==> src/rtl/sata_rx_prim_decode.sv <==
// -----------------------------------------------------------------------------
// sata_rx_prim_decode
//
// Classifies aligned 32-bit receive words into SATA primitives, payload data
// or illegal words. Optionally expands CONT-compressed primitive streams.
// ALIGN primitives are removed from the stream.
//
// Build option:
//   SATA_RX_CONT_EN  defined   : CONT enters a REPEAT state. In that state,
//                                scrambled data words are replaced by the last
//                                primitive. A CONT with no valid last primitive
//                                is reported on code_err.
//                    undefined : no REPEAT state. CONT is reported like any
//                                other primitive (prim_code 1).
//
// Ports:
//   rx_clkin    in   receive word clock (shared with the aligner)
//   rx_reset    in   synchronous active-high reset
//   rx_outen    in   word strobe; rx_datain/rx_ctrlin are valid when 1
//   rx_syncout  in   aligner locked to the ALIGN boundary
//   rx_datain   in   aligned word, byte0 in [7:0]
//   rx_ctrlin   in   K-character flags, bit n for byte n
//   prim_valid  out  one-cycle pulse: prim_code is valid
//   prim_code   out  primitive code (ALIGN=0 ... X_RDY=17), held between pulses
//   data_valid  out  one-cycle pulse: data_out is a payload word
//   data_out    out  payload word, held between pulses
//   code_err    out  one-cycle pulse: illegal word or orphan CONT
//
// All outputs are registered. Each one responds one cycle after the strobed
// input word.
// -----------------------------------------------------------------------------
module sata_rx_prim_decode (
    input  logic        rx_clkin,
    input  logic        rx_reset,
    input  logic        rx_outen,
    input  logic        rx_syncout,
    input  logic [31:0] rx_datain,
    input  logic [3:0]  rx_ctrlin,
    output logic        prim_valid,
    output logic [4:0]  prim_code,
    output logic        data_valid,
    output logic [31:0] data_out,
    output logic        code_err
);

    localparam logic [4:0] CODE_ALIGN = 5'd0;
`ifdef SATA_RX_CONT_EN
    localparam logic [4:0] CODE_CONT  = 5'd1;
`endif

    typedef enum logic [1:0] {
        KIND_DATA,
        KIND_PRIM,
        KIND_ILLEGAL
    } word_kind_t;

    // Returns {hit, code} for a K28.3/K28.5-led primitive pattern.
    function automatic logic [5:0] prim_lookup(input logic [31:0] w);
        case (w)
            32'h7B4A4ABC: prim_lookup = {1'b1, 5'd0};   // ALIGN
            32'h9999AA7C: prim_lookup = {1'b1, 5'd1};   // CONT
            32'h3636B57C: prim_lookup = {1'b1, 5'd2};   // DMAT
            32'hD5D5B57C: prim_lookup = {1'b1, 5'd3};   // EOF
            32'hD5D5AA7C: prim_lookup = {1'b1, 5'd4};   // HOLD
            32'h9595AA7C: prim_lookup = {1'b1, 5'd5};   // HOLDA
            32'h9595957C: prim_lookup = {1'b1, 5'd6};   // PMACK
            32'hF5F5957C: prim_lookup = {1'b1, 5'd7};   // PMNAK
            32'h1717B57C: prim_lookup = {1'b1, 5'd8};   // PMREQ_P
            32'h7575957C: prim_lookup = {1'b1, 5'd9};   // PMREQ_S
            32'h5656B57C: prim_lookup = {1'b1, 5'd10};  // R_ERR
            32'h5555B57C: prim_lookup = {1'b1, 5'd11};  // R_IP
            32'h3535B57C: prim_lookup = {1'b1, 5'd12};  // R_OK
            32'h4A4A957C: prim_lookup = {1'b1, 5'd13};  // R_RDY
            32'h3737B57C: prim_lookup = {1'b1, 5'd14};  // SOF
            32'hB5B5957C: prim_lookup = {1'b1, 5'd15};  // SYNC
            32'h5858B57C: prim_lookup = {1'b1, 5'd16};  // WTRM
            32'h5757B57C: prim_lookup = {1'b1, 5'd17};  // X_RDY
            default:      prim_lookup = 6'd0;
        endcase
    endfunction

    logic       match_hit;
    logic [4:0] match_code;
    word_kind_t kind;

    assign {match_hit, match_code} = prim_lookup(rx_datain);

    // Only a single K-char in byte0 can be a primitive. Any other K-flag
    // pattern is a framing error.
    always_comb begin
        if (rx_ctrlin == 4'b0000)
            kind = KIND_DATA;
        else if (rx_ctrlin == 4'b0001 && match_hit)
            kind = KIND_PRIM;
        else
            kind = KIND_ILLEGAL;
    end

`ifdef SATA_RX_CONT_EN
    typedef enum logic {
        ST_IDLE,
        ST_REPEAT
    } state_t;

    state_t     state, state_d;
    logic       last_ok, last_ok_d;      // last_prim holds a repeatable primitive
    logic [4:0] last_prim, last_prim_d;
`endif

    logic        prim_valid_d;
    logic [4:0]  prim_code_d;
    logic        data_valid_d;
    logic [31:0] data_out_d;
    logic        code_err_d;

    // NOTE: every always_comb output is assigned a default before any branch,
    // so that no path can leave one unassigned and infer a latch.
    always_comb begin
        prim_valid_d = 1'b0;
        data_valid_d = 1'b0;
        code_err_d   = 1'b0;
        prim_code_d  = prim_code;
        data_out_d   = data_out;
`ifdef SATA_RX_CONT_EN
        state_d      = state;
        last_ok_d    = last_ok;
        last_prim_d  = last_prim;
`endif
        if (!rx_syncout) begin
            // Loss of lock invalidates the repeat context, strobe or not.
`ifdef SATA_RX_CONT_EN
            state_d   = ST_IDLE;
            last_ok_d = 1'b0;
`endif
        end else if (rx_outen) begin
            case (kind)
                KIND_DATA: begin
`ifdef SATA_RX_CONT_EN
                    if (state == ST_REPEAT) begin
                        // Scrambled filler after CONT stands for the last primitive.
                        prim_valid_d = 1'b1;
                        prim_code_d  = last_prim;
                    end else begin
                        data_valid_d = 1'b1;
                        data_out_d   = rx_datain;
                    end
`else
                    data_valid_d = 1'b1;
                    data_out_d   = rx_datain;
`endif
                end
                KIND_PRIM: begin
                    if (match_code == CODE_ALIGN) begin
                        // ALIGN is invisible: no pulse and no state change.
                    end
`ifdef SATA_RX_CONT_EN
                    else if (match_code == CODE_CONT) begin
                        // A repeated CONT inside REPEAT is ignored.
                        if (state == ST_IDLE) begin
                            if (last_ok)
                                state_d = ST_REPEAT;
                            else
                                code_err_d = 1'b1;
                        end
                    end
`endif
                    else begin
                        prim_valid_d = 1'b1;
                        prim_code_d  = match_code;
`ifdef SATA_RX_CONT_EN
                        last_prim_d  = match_code;
                        last_ok_d    = 1'b1;
                        state_d      = ST_IDLE;
`endif
                    end
                end
                default: begin
                    code_err_d = 1'b1;
`ifdef SATA_RX_CONT_EN
                    last_ok_d  = 1'b0;
                    state_d    = ST_IDLE;
`endif
                end
            endcase
        end
    end

    // NOTE: sequential state uses non-blocking assignments so that every
    // register samples the pre-edge values of the others.
    always_ff @(posedge rx_clkin) begin
        if (rx_reset) begin
            prim_valid <= 1'b0;
            prim_code  <= 5'd0;
            data_valid <= 1'b0;
            data_out   <= 32'd0;
            code_err   <= 1'b0;
`ifdef SATA_RX_CONT_EN
            state      <= ST_IDLE;
            last_ok    <= 1'b0;
            last_prim  <= 5'd0;
`endif
        end else begin
            prim_valid <= prim_valid_d;
            prim_code  <= prim_code_d;
            data_valid <= data_valid_d;
            data_out   <= data_out_d;
            code_err   <= code_err_d;
`ifdef SATA_RX_CONT_EN
            state      <= state_d;
            last_ok    <= last_ok_d;
            last_prim  <= last_prim_d;
`endif
        end
    end

endmodule

==> config.mk <==
export PLATFORM = sky130hd
export DESIGN_NAME = sata_rx_prim_decode
export DESIGN_NICKNAME = d
export VERILOG_FILES = /design/src/rtl/sata_rx_prim_decode.sv
export SDC_FILE = /design/constraint.sdc
export NUM_CORES = 1
export LEC_CHECK = 0
export BUFFER_PORTS_ARGS = -buffer_cell sky130_fd_sc_hd__buf_2
export CAP_MARGIN = 20
export CORE_MARGIN = 2
export CORE_UTILIZATION = 51
export CTS_CLUSTER_DIAMETER = 150
export DETAILED_ROUTE_END_ITERATION = 8
export PLACE_DENSITY = 0.85
export REMOVE_ABC_BUFFERS = 1
export SYNTH_ARGS = -nofsm -noshare
export SYNTH_HDL_FRONTEND = slang
export SYNTH_SLANG_ARGS = --single-unit
==> constraint.sdc <==
create_clock -name rx_clkin -period 2.8 [get_ports rx_clkin]
set_clock_uncertainty 0.05 [all_clocks]
set_input_delay 0.56 -clock rx_clkin [delete_from_list [all_inputs] [get_ports rx_clkin]]
set_output_delay 0.56 -clock rx_clkin [all_outputs]
set_load 0.03 [all_outputs]
Word level (Yosys, flattened, before mapping)
Index checks and enable logic that the tools add are counted.

word-level totals
  output and inout port bits = 40
  word-level logic and storage cells = 44
  register bits = 40
  bits of input ports = 40

operators by class
  equality and inequality tests = 20
  bitwise logic cells = 4
  muxes and demuxes = 6
  reduce and logical (&&, ||, !) cells = 9

operators with widths
  operator                                                                 number
  32-bit by 31-bit equality test with 1-bit output, second input constant  7
  32-bit equality test, second input constant                              7
  6-bit case mux with 18 select lines                                      1
  32-bit by 30-bit equality test with 1-bit output, second input constant  3
  32-bit by 29-bit equality test with 1-bit output, second input constant  1
  5-bit logical NOT                                                        1
  4-bit by 1-bit equality test with 1-bit output, second input constant    1
  4-bit logical NOT                                                        1
  2-bit two-way mux                                                        2
  1-bit inverter                                                           4
  4-bit AND reduction                                                      1
  4-bit OR reduction                                                       1
  1-bit two-way mux                                                        3
  3-bit AND reduction                                                      1
  3-bit OR reduction                                                       1
  2-bit by 1-bit equality test with 1-bit output, second input constant    1
  2-bit logical NOT                                                        1
  2-bit OR reduction                                                       1
  1-bit logical AND                                                        1

Depth between registers and ports, before layout
  depth in word-level cells = 8
  depth in mapped cells = 10

Worst setup path before layout
No wires, ideal clock.

  kind = input -> register
  start = in rx_datain[16]
  end = reg prim_code[1]
  arrival time = 2.435 ns
  buffers on the path = 1
  setup slack = 0.246 ns
  data required time = 2.681 ns
  setup time = 0.069 ns
  stages on the path = 8
  path through = buf_2 or4_2 o32a_1 and3b_1 a211o_1 nor4b_1 or4_1 o21ai_1

on the way
  cells in the longest elaborated chain, start to end = 7
  elaborated cells on any way between the ends = 26
  those cells by class = 19 x eq/ne; 3 x mux; 1 x bitwise; 3 x reduce/logical

RTL lines
  item                                                                      line  text
  from (decl)                                                               37    input logic [31:0] rx_datain,
  32-bit by 31-bit equality test with 1-bit output (tied with other cells)  59    case (w)
  6-bit case mux with 18 select lines (*)                                   59
  1-bit logical AND                                                         93    else if (rx_ctrlin == 4'b0001 && match_hit)
  2-bit two-way mux                                                         93
  2-bit two-way mux                                                         91    if (rx_ctrlin == 4'b0000)
  2-bit by 1-bit equality test with 1-bit output                            136   case (kind)
  4-bit AND reduction (no line)                                             --
  to (signal assigned)                                                      204   prim_code <= prim_code_d;
  to (decl)                                                                 40    output logic [4:0] prim_code,

Mark *: on every way between the ends. The rest lies on a longest branch, timed or not.
A chain may end at the register's enable or synchronous reset.

Worst setup path in the final report
  start = in rx_datain[31]
  end = reg prim_code[4]

Same word-level chain as after synthesis.

==> impl_results.md <==
- Outcome: finished clean
- Metal3 WL: around 570 µm
- Min setup slack post-route: roughly 0.33 ns
- Critical Path AT: 2.61 ns
- Largest net degree at the start of global routing: 46
- # IOs: 80
- Router iterations before antenna repair: 5
- Clock Latency Late Sink: between 0.2 and 0.3 ns
- Vias in the first global route: 2556
- Fin Hold WS: about 0.4 ns
- # resized after CTS: 0
- RSZ-0062 raised after global routing: false
- Hold Crit Depth: 2
- Worst hold path class: reg2reg
- Share of layout cells above drive strength 1: 29.83%
- EDFF count, synth: 0
- Number of fill cells: approximately 400
- Critical-path cell list: buf_2 > nand4bb_1 > buf_4 > nor4_1 > buf_4 > and3_1 > a211oi_1 > or4b_4 > o311a_4 > mux2i_1
- Critical Path Source Type: input pin
- Final wirelength: 7377 µm
- Critical Path Slowest Stage Cell: or4b_4
- Synthesized area per cell: ~7.4 µm²
- FF+latch count, synth: 40
- Max incr delay on CP: around 0.53 ns
- Worst path top cell family by delay: simple AND/OR/NAND/NOR gates
- Post-place setup slack: 0.07985 ns
- Tcrit/Tclk final: 88.22%
- CTS root buf: clkbuf_8
- Cell count after synthesis: 325
- Critical path class: in2reg
- Via count: 2793
- Reg2reg end: data_out[29]$_SDFFE_PP0P_
- Slew @ Worst Pin: ~0.74 ns
- VDD IR max: 256.1 µV
- Reg area: 800.8 µm²
- Worst hold path startpoint: data_out[16]$_SDFFE_PP0P_
- Max capacitance violation total: 0
- Deepest clock path buffer count: 2
- Vias/cell: 5.930
- Remaining Overflow, GRT: 0
- Tmin final: 2.470 ns
- Area of the multi-input gates: 1480 µm²
- Count of final max-slew check failures: 0
- Worst Path Required: between 2 and 3 ns
- DRC viols: 0
- CP bufs+invs: 3
- Cell mode on critical path: buf_4
- Met1 wire length: 3194 µm
- GR Util All Layers: 28.59%
- Chip width: 72.54 µm
- ANT cells: 0
- DP Cell Count: 463
- Chip Height: 72.54 µm
- Lkg Pwr: 1.237 nW
- CP Capture Type: register
- Final antenna-violating net count: 0
- Setup violations, final: 0
- Slew margin rel.: 50.62%
- Starting density of the core: 53.91%
- Main synth FF type: dfxtp_1
- Worst-path clk slew: 0.08 ns
- Initial antenna violation count: 0
- Max Freq: between 400 and 500 MHz
- Buffers added on ports: 79
- Post-CTS Hold Fix Bufs: 0
- Core area: ~4400 µm²
- Crit-path max FO: 5
- Netlist cell types: 52
- DRT iter0 DRCs: between 150 and 200
- Worst hold endpoint: data_out[16]$_SDFFE_PP0P_
- Postcts setup bufs: 0
- Met2 Wirelength: 3524 µm
- Worst setup startpoint: rx_datain[31]
- Yosys warning count: 0
- Layout Cells excl Fill: 471
- CTS tree: yes
- Setup TNS: 0 ns
- Total Nets Final: ~460
- Commonest non-fill, non-tap cells in the layout: nand2_1, buf_2, dfxtp_1
- Routability cong.: 0.9765
- Global-route wire length before repair: 11920 µm
- H-tree Lvls: 2
- Rows: 24
- Die ar.: about 5300 µm²
- Register area share after synthesis: 33.42%
- Clk sinks: 40
- Top layer in use: met4
- Cts bufs inserted: 5
- Worst Reg-to-Reg Cells: 2
- Post-synthesis async set-or-reset flop share: 0%
- Worst r2r src: data_out[29]$_SDFFE_PP0P_
- Power per cell area: 384.5 nW/µm²
- Wirelength per Cell: ~16 µm
- Commonest non-fill, non-tap cell in the layout: nand2_1
- Post-DP HPWL: 5729 µm
- Final hold vios: 0
- Mapped Area: 2396 µm²
- Reg2reg setup slack: 2.10 ns
- Area grow syn2layout: 28.77%
## worst register-to-register path, delay by kind of cell, from the launching register on
family | cells | cell delay (ns)
flip-flops | 1 | 0.35
AO/OA/AOI/OAI | 1 | 0.17
AND/OR/NAND/NOR | 1 | 0.05
## flip-flops by register name, summed over array words and instances, names as in the netlist
signal and cells:
code_err 1, data_out 32, prim_code 5, prim_valid 1
data_valid 1
## final cells by class
cell class | instances | share of cell area, %
sequential | 40 | 25.95
clock inverter | 3 | 1.379
tap | 52 | 2.109
multi-input combinational | 260 | 47.97
inverter | 2 | 0.2433
clock buffer | 5 | 2.230
timing repair buffer | 109 | 20.11
## cell families (layout without fill, tap and decap cells)
kind of cell,count (synthesis),count (layout),synth area share [%]
and+or+nand+nor,190,190,42.61
AOI/OAI and AO/OA,65,65,17.13
DFF,40,40,33.42
buffers and inverters,25,119,4.908
xor gates and xnor gates,3,3,1.097
muxes,2,2,0.8355
## cell usage after synthesis, types with 4 or more instances
cell / n / area [µm²]
nor4_1: 11 / 68.82
nand2b_1: 9 / 56.30
clkbuf_1: 13 / 48.80
nor2_1: 23 / 86.33
nand2_1: 80 / 300.3
a21oi_1: 37 / 185.2
dfxtp_1: 40 / 800.8
nand4_1: 14 / 87.58
o21ai_0: 4 / 20.02
nand4bb_1: 8 / 90.09
buf_2: 7 / 35.03
nor3_1: 9 / 45.04
nand3_1: 8 / 40.04
a211oi_1: 5 / 37.54
## worst max-delay path by stage
stage,to,slack (ns),cells after the start
after global placement,code_err$_SDFF_PP0_,0.09,9
after CTS,prim_code[4]$_SDFFE_PP0P_,0.37,10
after global routing,code_err$_SDFF_PP0_,0.21,9
after detailed placement,prim_code[4]$_SDFFE_PP0P_,0.08,10
after floorplan,prim_code[1]$_SDFFE_PP0P_,-0.13,7
final,prim_code[4]$_SDFFE_PP0P_,0.33,10
## per-stage QoR
step	total power [mW]	area, µm²	util, %
global placement	0.7227	2974	66.92
global route	1.229	3085	69.43
floorplan	0.6363	2286	-
CTS	1.197	3085	69.43
finish	1.186	3085	69.43
detailed placement	0.7235	2974	66.92
## where the power goes
group / internal [mW] / switching (mW) / leakage (nW) / total [mW]
Sequential: 0.572 / 0.00163 / 0.322 / 0.574
Clock: 0.264 / 0.210 / 0.0541 / 0.474
Combinational: 0.0544 / 0.0844 / 0.861 / 0.139
Total: 0.890 / 0.296 / 1.24 / 1.19
## per-layer routing
metal  up-vias  global-route usage (%)
li1       1369                       -
met1      1276                   37.41
met5         -                       0
met2       136                   47.27
met4         0                   9.053
met3        12                   5.694
Power figures use the tool's default switching activity.
